`config.mk`:
```
export PLATFORM = sky130hd
export DESIGN_NAME = hwpe_stream_realign_addressgen
export DESIGN_NICKNAME = d
export VERILOG_FILES = /design/src/rtl/hwpe_stream_package.sv /design/src/rtl/hwpe_stream_realign_addressgen.sv
export SDC_FILE = /design/constraint.sdc
export NUM_CORES = 1
export LEC_CHECK = 0
export CORE_MARGIN = 10
export CORE_UTILIZATION = 55
export DETAILED_ROUTE_END_ITERATION = 8
export GPL_ROUTABILITY_DRIVEN = 0
export PLACE_DENSITY = 0.82
export SYNTH_ARGS = -nofsm -noshare
export SYNTH_HDL_FRONTEND = slang
export SYNTH_SLANG_ARGS = --single-unit
```
`constraint.sdc`:
```
create_clock -name clk_i -period 7.58 [get_ports clk_i]
set_clock_uncertainty 0.2 [all_clocks]
set_input_delay 0.758 -clock clk_i [delete_from_list [all_inputs] [get_ports clk_i]]
set_output_delay 0.758 -clock clk_i [all_outputs]
set_load 0.02 [all_outputs]
```
`src/rtl/hwpe_stream_package.sv`:
```
// Shared types for the HWPE stream blocks: the realigner control word and
// the state encoding of the realign address generator.
package hwpe_stream_package;

  typedef struct packed {
    logic        enable;
    logic        realign;
    logic        first;
    logic        last;
    logic        last_packet;
    logic [15:0] line_length;
  } ctrl_realign_t;

  typedef enum logic [1:0] {
    IDLE = 2'd0,
    RUN  = 2'd1,
    DONE = 2'd2
  } addressgen_state_t;

endpackage

```
`src/rtl/hwpe_stream_realign_addressgen.sv`:
```
// Word-aligned TCDM address generator for misaligned load streams; emits the
// byte strobe and realigner control that accompany every issued word.
module hwpe_stream_realign_addressgen
  import hwpe_stream_package::*;
#(
  parameter int unsigned DATA_WIDTH = 32,
  parameter int unsigned CNT_WIDTH  = 16
) (
  input  logic                    clk_i,
  input  logic                    rst_ni,
  input  logic                    clear_i,
  input  logic                    enable_i,
  input  logic                    start_i,
  input  logic [31:0]             base_addr_i,
  input  logic [CNT_WIDTH-1:0]    line_length_i,
  input  logic [CNT_WIDTH-1:0]    num_lines_i,
  input  logic [31:0]             line_stride_i,
  input  logic                    addr_ready_i,
  output logic [31:0]             addr_o,
  output logic                    addr_valid_o,
  output logic [DATA_WIDTH/8-1:0] strb_o,
  output ctrl_realign_t           ctrl_realign_o,
  output logic                    busy_o,
  output logic                    done_o
);

  localparam int unsigned BYTES = DATA_WIDTH / 8;
  localparam int unsigned OFF_W = $clog2(BYTES);
  localparam logic [BYTES-1:0] STRB_ALL = '1;

  addressgen_state_t    r_state;
  logic [OFF_W-1:0]     r_off;
  logic                 r_misaligned;
  logic [CNT_WIDTH-1:0] r_line_length;
  logic [CNT_WIDTH:0]   r_words_m1;
  logic [CNT_WIDTH-1:0] r_lines_m1;
  logic [31:0]          r_stride;
  logic [31:0]          r_line_base;
  logic [CNT_WIDTH:0]   r_word_cnt;
  logic [CNT_WIDTH-1:0] r_line_cnt;

  logic [OFF_W-1:0] w_base_off;
  logic             w_base_mis;
  logic             w_job_empty;
  logic             w_run;
  logic             w_handshake;
  logic             w_first;
  logic             w_last_word;
  logic             w_last_line;
  logic [31:0]      w_word_offset;
  logic             w_unused_stride_lsb;

  assign w_base_off  = base_addr_i[OFF_W-1:0];
  assign w_base_mis  = (w_base_off != '0);
  assign w_job_empty = (line_length_i == '0) || (num_lines_i == '0);

  assign w_run        = (r_state == RUN);
  assign addr_valid_o = w_run & enable_i;
  assign w_handshake  = addr_valid_o & addr_ready_i;
  assign busy_o       = (r_state != IDLE);
  assign done_o       = (r_state == DONE);

  assign w_first     = (r_word_cnt == '0);
  assign w_last_word = (r_word_cnt == r_words_m1);
  assign w_last_line = (r_line_cnt == r_lines_m1);

  assign w_word_offset       = 32'(r_word_cnt) << OFF_W;
  assign w_unused_stride_lsb = ^line_stride_i[OFF_W-1:0];

  // A misaligned line needs one extra word, so the word counter is one bit wider.
  always_ff @(posedge clk_i) begin
    if (!rst_ni || clear_i) begin
      r_state       <= IDLE;
      r_off         <= '0;
      r_misaligned  <= 1'b0;
      r_line_length <= '0;
      r_words_m1    <= '0;
      r_lines_m1    <= '0;
      r_stride      <= '0;
      r_line_base   <= '0;
      r_word_cnt    <= '0;
      r_line_cnt    <= '0;
    end else if (enable_i) begin
      case (r_state)
        IDLE: begin
          if (start_i) begin
            r_off         <= w_base_off;
            r_misaligned  <= w_base_mis;
            r_line_length <= line_length_i;
            r_words_m1    <= {1'b0, line_length_i} + (CNT_WIDTH+1)'(w_base_mis)
                             - (CNT_WIDTH+1)'(1);
            r_lines_m1    <= num_lines_i - CNT_WIDTH'(1);
            r_stride      <= {line_stride_i[31:OFF_W], {OFF_W{1'b0}}};
            r_line_base   <= {base_addr_i[31:OFF_W], {OFF_W{1'b0}}};
            r_word_cnt    <= '0;
            r_line_cnt    <= '0;
            r_state       <= w_job_empty ? DONE : RUN;
          end
        end
        RUN: begin
          if (w_handshake) begin
            if (!w_last_word) begin
              r_word_cnt <= r_word_cnt + (CNT_WIDTH+1)'(1);
            end else if (w_last_line) begin
              r_state <= DONE;
            end else begin
              r_word_cnt  <= '0;
              r_line_cnt  <= r_line_cnt + CNT_WIDTH'(1);
              r_line_base <= r_line_base + r_stride;
            end
          end
        end
        DONE:    r_state <= IDLE;
        default: r_state <= IDLE;
      endcase
    end
  end

  // Word 0 of a misaligned line keeps the bytes at and above the offset; the
  // extra trailing word keeps the bytes below it.
  always_comb begin
    addr_o                = '0;
    strb_o                = '0;
    ctrl_realign_o        = '0;
    ctrl_realign_o.enable = busy_o;
    if (w_run) begin
      addr_o = r_line_base + w_word_offset;
      if (!r_misaligned) begin
        strb_o = STRB_ALL;
      end else if (w_first) begin
        strb_o = STRB_ALL << r_off;
      end else if (w_last_word) begin
        strb_o = ~(STRB_ALL << r_off);
      end else begin
        strb_o = STRB_ALL;
      end
      ctrl_realign_o.realign     = r_misaligned;
      ctrl_realign_o.first       = w_first;
      ctrl_realign_o.last        = w_last_word;
      ctrl_realign_o.last_packet = w_last_word & w_last_line;
      ctrl_realign_o.line_length = 16'(r_line_length);
    end
  end

endmodule
```
* Yosys cells after proc, flatten, opt, wreduce, memory -nomap -nowiden *
Cells that the tools add are included.

word-level totals
  register bits = 149
  latch bits = 0
  bits in writable memories = 0
  bits in read-only memories = 0
  input bits = 102
  output and inout port bits = 60
  logic and storage cells = 73
  memories kept = 0

operators by class
  add/subtract/negate cells = 7
  multipliers = 0
  divide/modulo/power cells = 0
  $lt $le $gt $ge = 0
  equal/unequal tests = 10
  shift-type cells = 1
  muxes and demuxes = 27
  bitwise operators = 4
  reductions and logical operators = 14

operator list
  kind                                                    count
  two-way mux 32 bit                                      5
  two-way mux 17 bit                                      4
  two-way mux 16 bit                                      4
  one-hot mux 32 bit (2 select lines)                     1
  one-hot mux 17 bit (2 select lines)                     1
  adder 32 x 19 -> 32 bit                                 1
  adder 32 bit                                            1
  zero test 16 bit                                        2
  one-hot mux 16 bit (2 select lines)                     1
  two-way mux 20 bit                                      1
  adder 16 x 1 -> 17 bit                                  1
  adder 17 x 1 -> 17 bit (second input constant)          1
  equality test 17 bit                                    1
  zero test 17 bit                                        1
  subtractor 17 x 1 -> 17 bit (second input constant)     1
  adder 16 x 1 -> 16 bit (second input constant)          1
  equality test 16 bit                                    1
  two-way mux 4 bit                                       4
  subtractor 16 x 1 -> 16 bit (second input constant)     1
  two-way mux 2 bit                                       5
  AND reduction 5 bit                                     2
  inequality test 2 x 1 -> 1 bit (second input constant)  3
  AND reduction 6 bit                                     1
  nonzero test 2 bit                                      3
  12 further kinds                                        16

* Depth between registers and ports, before layout *
  depth in word-level cells = 6
  depth in mapped cells = 11
  depth with buffers taken out = 11

* Least setup slack after synthesis *
Ideal clock, no wire load.

  path type = register -> output
  start = register r_word_cnt[1]
  end = output port addr_o[21]
  arrival time = 2.647 ns
  data required time = 6.622 ns
  slack = 3.975 ns
  cell stages (with the launch flop) = 11
  buffers on the path = 1
  cells stage by stage = dfxtp_1 > ha_1 > a21o_1 > a21o_1 > a2111oi_0 > o21ai_1 > a41o_1 > a41oi_2 > buf_2 > o21ai_0 > a21oi_1

on the way
  cells in the longest elaborated chain, start to end = 2

RTL lines
  what                     RTL line                               RTL
  from (decl)              hwpe_stream_realign_addressgen.sv:39   logic [CNT_WIDTH:0] r_word_cnt;
  from (signal assigned)   hwpe_stream_realign_addressgen.sv:103  r_word_cnt <= r_word_cnt + (CNT_WIDTH+1)'(1);
  adder 32 x 19 -> 32 bit  hwpe_stream_realign_addressgen.sv:127  addr_o = r_line_base + w_word_offset;
  two-way mux 32 bit       hwpe_stream_realign_addressgen.sv:126  if (w_run) begin
  to (decl)                hwpe_stream_realign_addressgen.sv:19   output logic [31:0] addr_o,

Every way passes these cells.

* Final worst setup path *
  start = register r_word_cnt[1]
  end = output port addr_o[25]

The elaborated chain is that of the path after synthesis.

==> impl_metrics.env <==
export IMPL_setup_viol=0
export IMPL_leakage_uw=0.00464
export IMPL_start_util=0.561
export IMPL_cts_setup_buffers=0
export IMPL_cp_common_cell="a21o_1"
export IMPL_max_vdd_ir_drop_uv=179
export IMPL_p_total_uw=1900
export IMPL_grt_usage=0.238
export IMPL_critical_path_top_delay_family="compound AO/OA/AOI/OAI gates"
export IMPL_cp_cell_sequence="ha_1 > a21o_1 > a21o_1 > a2111oi_0 > o21ai_1 > a41o_1 > a41oi_2 > o21ai_0 > a21oi_1 > clkdlybuf4s50_1"
export IMPL_dr_pass1_iters=5
export IMPL_die_h_um=153
export IMPL_routed_wl_um=29000
export IMPL_use_met1=0.302
export IMPL_clkLatencyLatePin_ns=0.43
export IMPL_postCtsHoldBufs=0
export IMPL_start_kind="register"
export IMPL_antenna_left=0
export IMPL_avgRoutedWirePerCell_um=17.9
export IMPL_ys_top_cells_by_area="dfxtp_1 30%, ha_1 6.7%, nand2_1 6.4%"
export IMPL_crit_required_ns=6.62
export IMPL_die_w_um=153
export IMPL_htreeDepth=4
export IMPL_crit_buf_inv=1
export IMPL_fmax_mhz=192
export IMPL_cts_buffer_depth=2
export IMPL_critical_path_max_fanout=13
export IMPL_cts_buffers=17
export IMPL_grt_max_degree=85
export IMPL_multi_input_area_mm2=0.00637
export IMPL_vias=9661
export IMPL_async_reset_ff_frac=0
export IMPL_place_hpwl_um=21200
export IMPL_critPathKind="reg -> out"
export IMPL_nets=1538
export IMPL_synth_top_area_share=0.303
export IMPL_post_drt_via_cell_ratio=5.96
export IMPL_grt_overflow=0
export IMPL_relSlewSlack=0.194
export IMPL_rsz0062_at_grt="no"
export IMPL_drcViolationCount=0
export IMPL_ff_latch_area_mm2=0.00294
export IMPL_fin_crit_sh=0.686
export IMPL_met2_usage=0.393
export IMPL_portBuffers=157
export IMPL_tns_ns=0
export IMPL_ys_warn_count=0
export IMPL_io_pins=162
export IMPL_synth_distinct_cells=74
export IMPL_cts_tree="done"
export IMPL_hp_class="reg -> reg"
export IMPL_tightestPinTransition_ns=1.20
export IMPL_synth_seq_area_share=0.303
export IMPL_cts_clk_slew_worst_paths_ns=0.06
export IMPL_antenna_cells=0
export IMPL_ys_seq_elements=147
export IMPL_power_density_mw_per_mm2=160
export IMPL_synth_cells=1266
export IMPL_drtIter0Drc=895
export IMPL_status="completed"
export IMPL_final_min_clock_period_ns=5.20
export IMPL_cts_resized=0
export IMPL_drv_cap=0
export IMPL_critical_path_arrival_ns=4.24
export IMPL_grt_pass1_wl_um=47000
export IMPL_dieArea_mm2=0.0234
export IMPL_grt_busiest_layer="met2"
export IMPL_nFillCells=1460
export IMPL_cts_sinks=147
export IMPL_synth_edf_count=0
export IMPL_slew_violations=0
export IMPL_final_hold_viol_count=0
export IMPL_antenna_found_initial=0
export IMPL_met3_usage=0.0497
export IMPL_synth_top_cell_by_area="dfxtp_1"
export IMPL_worstSetupEndpointType="output port"
export IMPL_num_rows=48
export IMPL_slowest_delay_ns=0.66
export IMPL_grt_pass1_vias=9070
export IMPL_drive_gt1_frac=0.0437
export IMPL_core_mm2=0.0173
export IMPL_cts_root_buf="clkbuf_16"
export IMPL_cp_slowest_cell="a41oi_2"
export IMPL_area_growth_pct=22.7
export IMPL_yosys_most_used_dff="dfxtp_1"
export IMPL_syn_area_per_cell_um2=7.66
export IMPL_syn_cell_area_mm2=0.00970
[sequential cells by signal (all words and copies together), names as in the netlist, 16 cells and up]
register / cells
r_lines_m1: 16
r_stride: 30
r_line_base: 30
r_word_cnt: 17
r_line_cnt: 16
r_words_m1: 17
r_line_length: 16
[stage by stage]
stage / utilization / hold slack (ns) / setup WS, ns / cell area (um2) / std cells
2_1_floorplan: - / 0.232 / 3.97 / 9710 / 1267
3_3_place_gp: 0.655 / 0.239 / 2.96 / 11300 / 1588
3_5_place_dp: 0.655 / 0.245 / 2.93 / 11300 / 1588
4_1_cts: 0.688 / 0.254 / 2.46 / 11900 / 1620
5_1_grt: 0.688 / 0.274 / 2.12 / 11900 / 1620
6_report: 0.688 / 0.249 / 2.38 / 11900 / 1620
[cell type report]
type,instances,share of cell area
clock buffers,18,0.0361
clock inverters,14,0.0118
inverters,29,0.00914
multi-input cells,1022,0.535
flip-flops and latches,147,0.247
well taps,225,0.0236
repair buffers,165,0.137
[final timing paths]
check / startpoint / endpoint / slack [ns] / depth (start not counted)
hold reg to reg: r_line_length[1]$_SDFFE_PP0P_ / r_line_length[1]$_SDFFE_PP0P_ / 0.25 / 2
hold / removal: r_line_length[1]$_SDFFE_PP0P_ / r_line_length[1]$_SDFFE_PP0P_ / 0.25 / 2
setup reg to reg: r_state[0]$_SDFFE_PP0P_ / r_line_base[24]$_SDFFE_PP0P_ / 3.59 / 7
setup / recovery: r_word_cnt[1]$_SDFFE_PP0P_ / addr_o[25] / 2.38 / 10
[per-layer routing]
layer / wire length (um) / vias up
met1: 12600 / 4510
met4: 729 / 0
li1: - / 4733
met5: 0 / -
met2: 13600 / 365
met3: 2120 / 53
[tightest hold or removal path, delay by kind of cell (launching register included)]
kind               cells  cell delay, ns
and+or+nand+nor        1            0.05
AOI/OAI and AO/OA      1            0.05
DFF                    1            0.30
[report_power, final]
part           total [uW]  switching [uW]  internal, uW
Combinational         268             153           115
Clock                 820             339           481
Sequential            813            20.6           792
[cells in the mapped netlist (all sizes together) (3+ instances only)]
| cell | instances |
|---|---|
| nor4 | 15 |
| a31oi | 9 |
| nand3 | 28 |
| a221oi | 9 |
| ha | 52 |
| a21o | 20 |
| a21oi | 119 |
| a2111oi | 4 |
| nor2 | 150 |
| o221ai | 3 |
| a211oi | 40 |
| clkbuf | 53 |
| and3 | 35 |
| o311ai | 5 |
| nand2 | 166 |
| a21boi | 3 |
| o211ai | 9 |
| dfxtp | 147 |
| nand2b | 10 |
| o21ai | 51 |
| o21a | 7 |
| xnor2 | 54 |
| nor3b | 7 |
| xor2 | 69 |
| nor3 | 38 |
| or3 | 16 |
| or2 | 5 |
| o21bai | 6 |
| and2 | 6 |
| buf | 16 |
| and4 | 4 |
| nand3b | 4 |
| nor2b | 13 |
| mux2i | 7 |
| nand4 | 16 |
| o41ai | 3 |
| inv | 29 |
| a311oi | 4 |
[kinds of logic (layout without fill, tap and decap cells)]
kind of cell / after synthesis / count (layout) / synth area share
other: 1 / 2 / 0.000387
AND/OR/NAND/NOR: 518 / 518 / 0.251
adder cells (fa/ha/maj): 54 / 54 / 0.0712
flip-flops: 147 / 147 / 0.303
buffers and inverters: 98 / 226 / 0.0423
XOR/XNOR: 123 / 123 / 0.111
multiplexers: 8 / 8 / 0.00838
AO/OA/AOI/OAI: 317 / 317 / 0.213
[cells in the final DEF (no fill, tap or decap), types with 4 or more instances in the layout]
cell,instances
and2_1,6
ha_1,52
nor3_1,36
a31oi_1,8
nand3_1,28
dfxtp_1,147
o21a_1,6
a311oi_1,4
or3_1,16
nand2_1,164
nand3b_1,4
buf_4,8
clkinvlp_4,5
mux2i_1,7
o311ai_0,4
and3_1,34
nor2_1,150
clkbuf_16,17
inv_1,29
a211oi_1,40
a2111oi_0,4
nor4_1,14
clkdlybuf4s50_1,157
nand4_1,16
or2_2,4
xor2_1,69
o21bai_1,6
xnor2_1,54
nor3b_1,4
o21ai_1,5
and4_1,4
clkinv_2,5
nor2b_1,13
a21oi_1,119
nand2b_1,9
o21ai_0,45
o211ai_1,9
a221oi_1,9
a21o_1,20
Power figures use the tool's default switching activity.
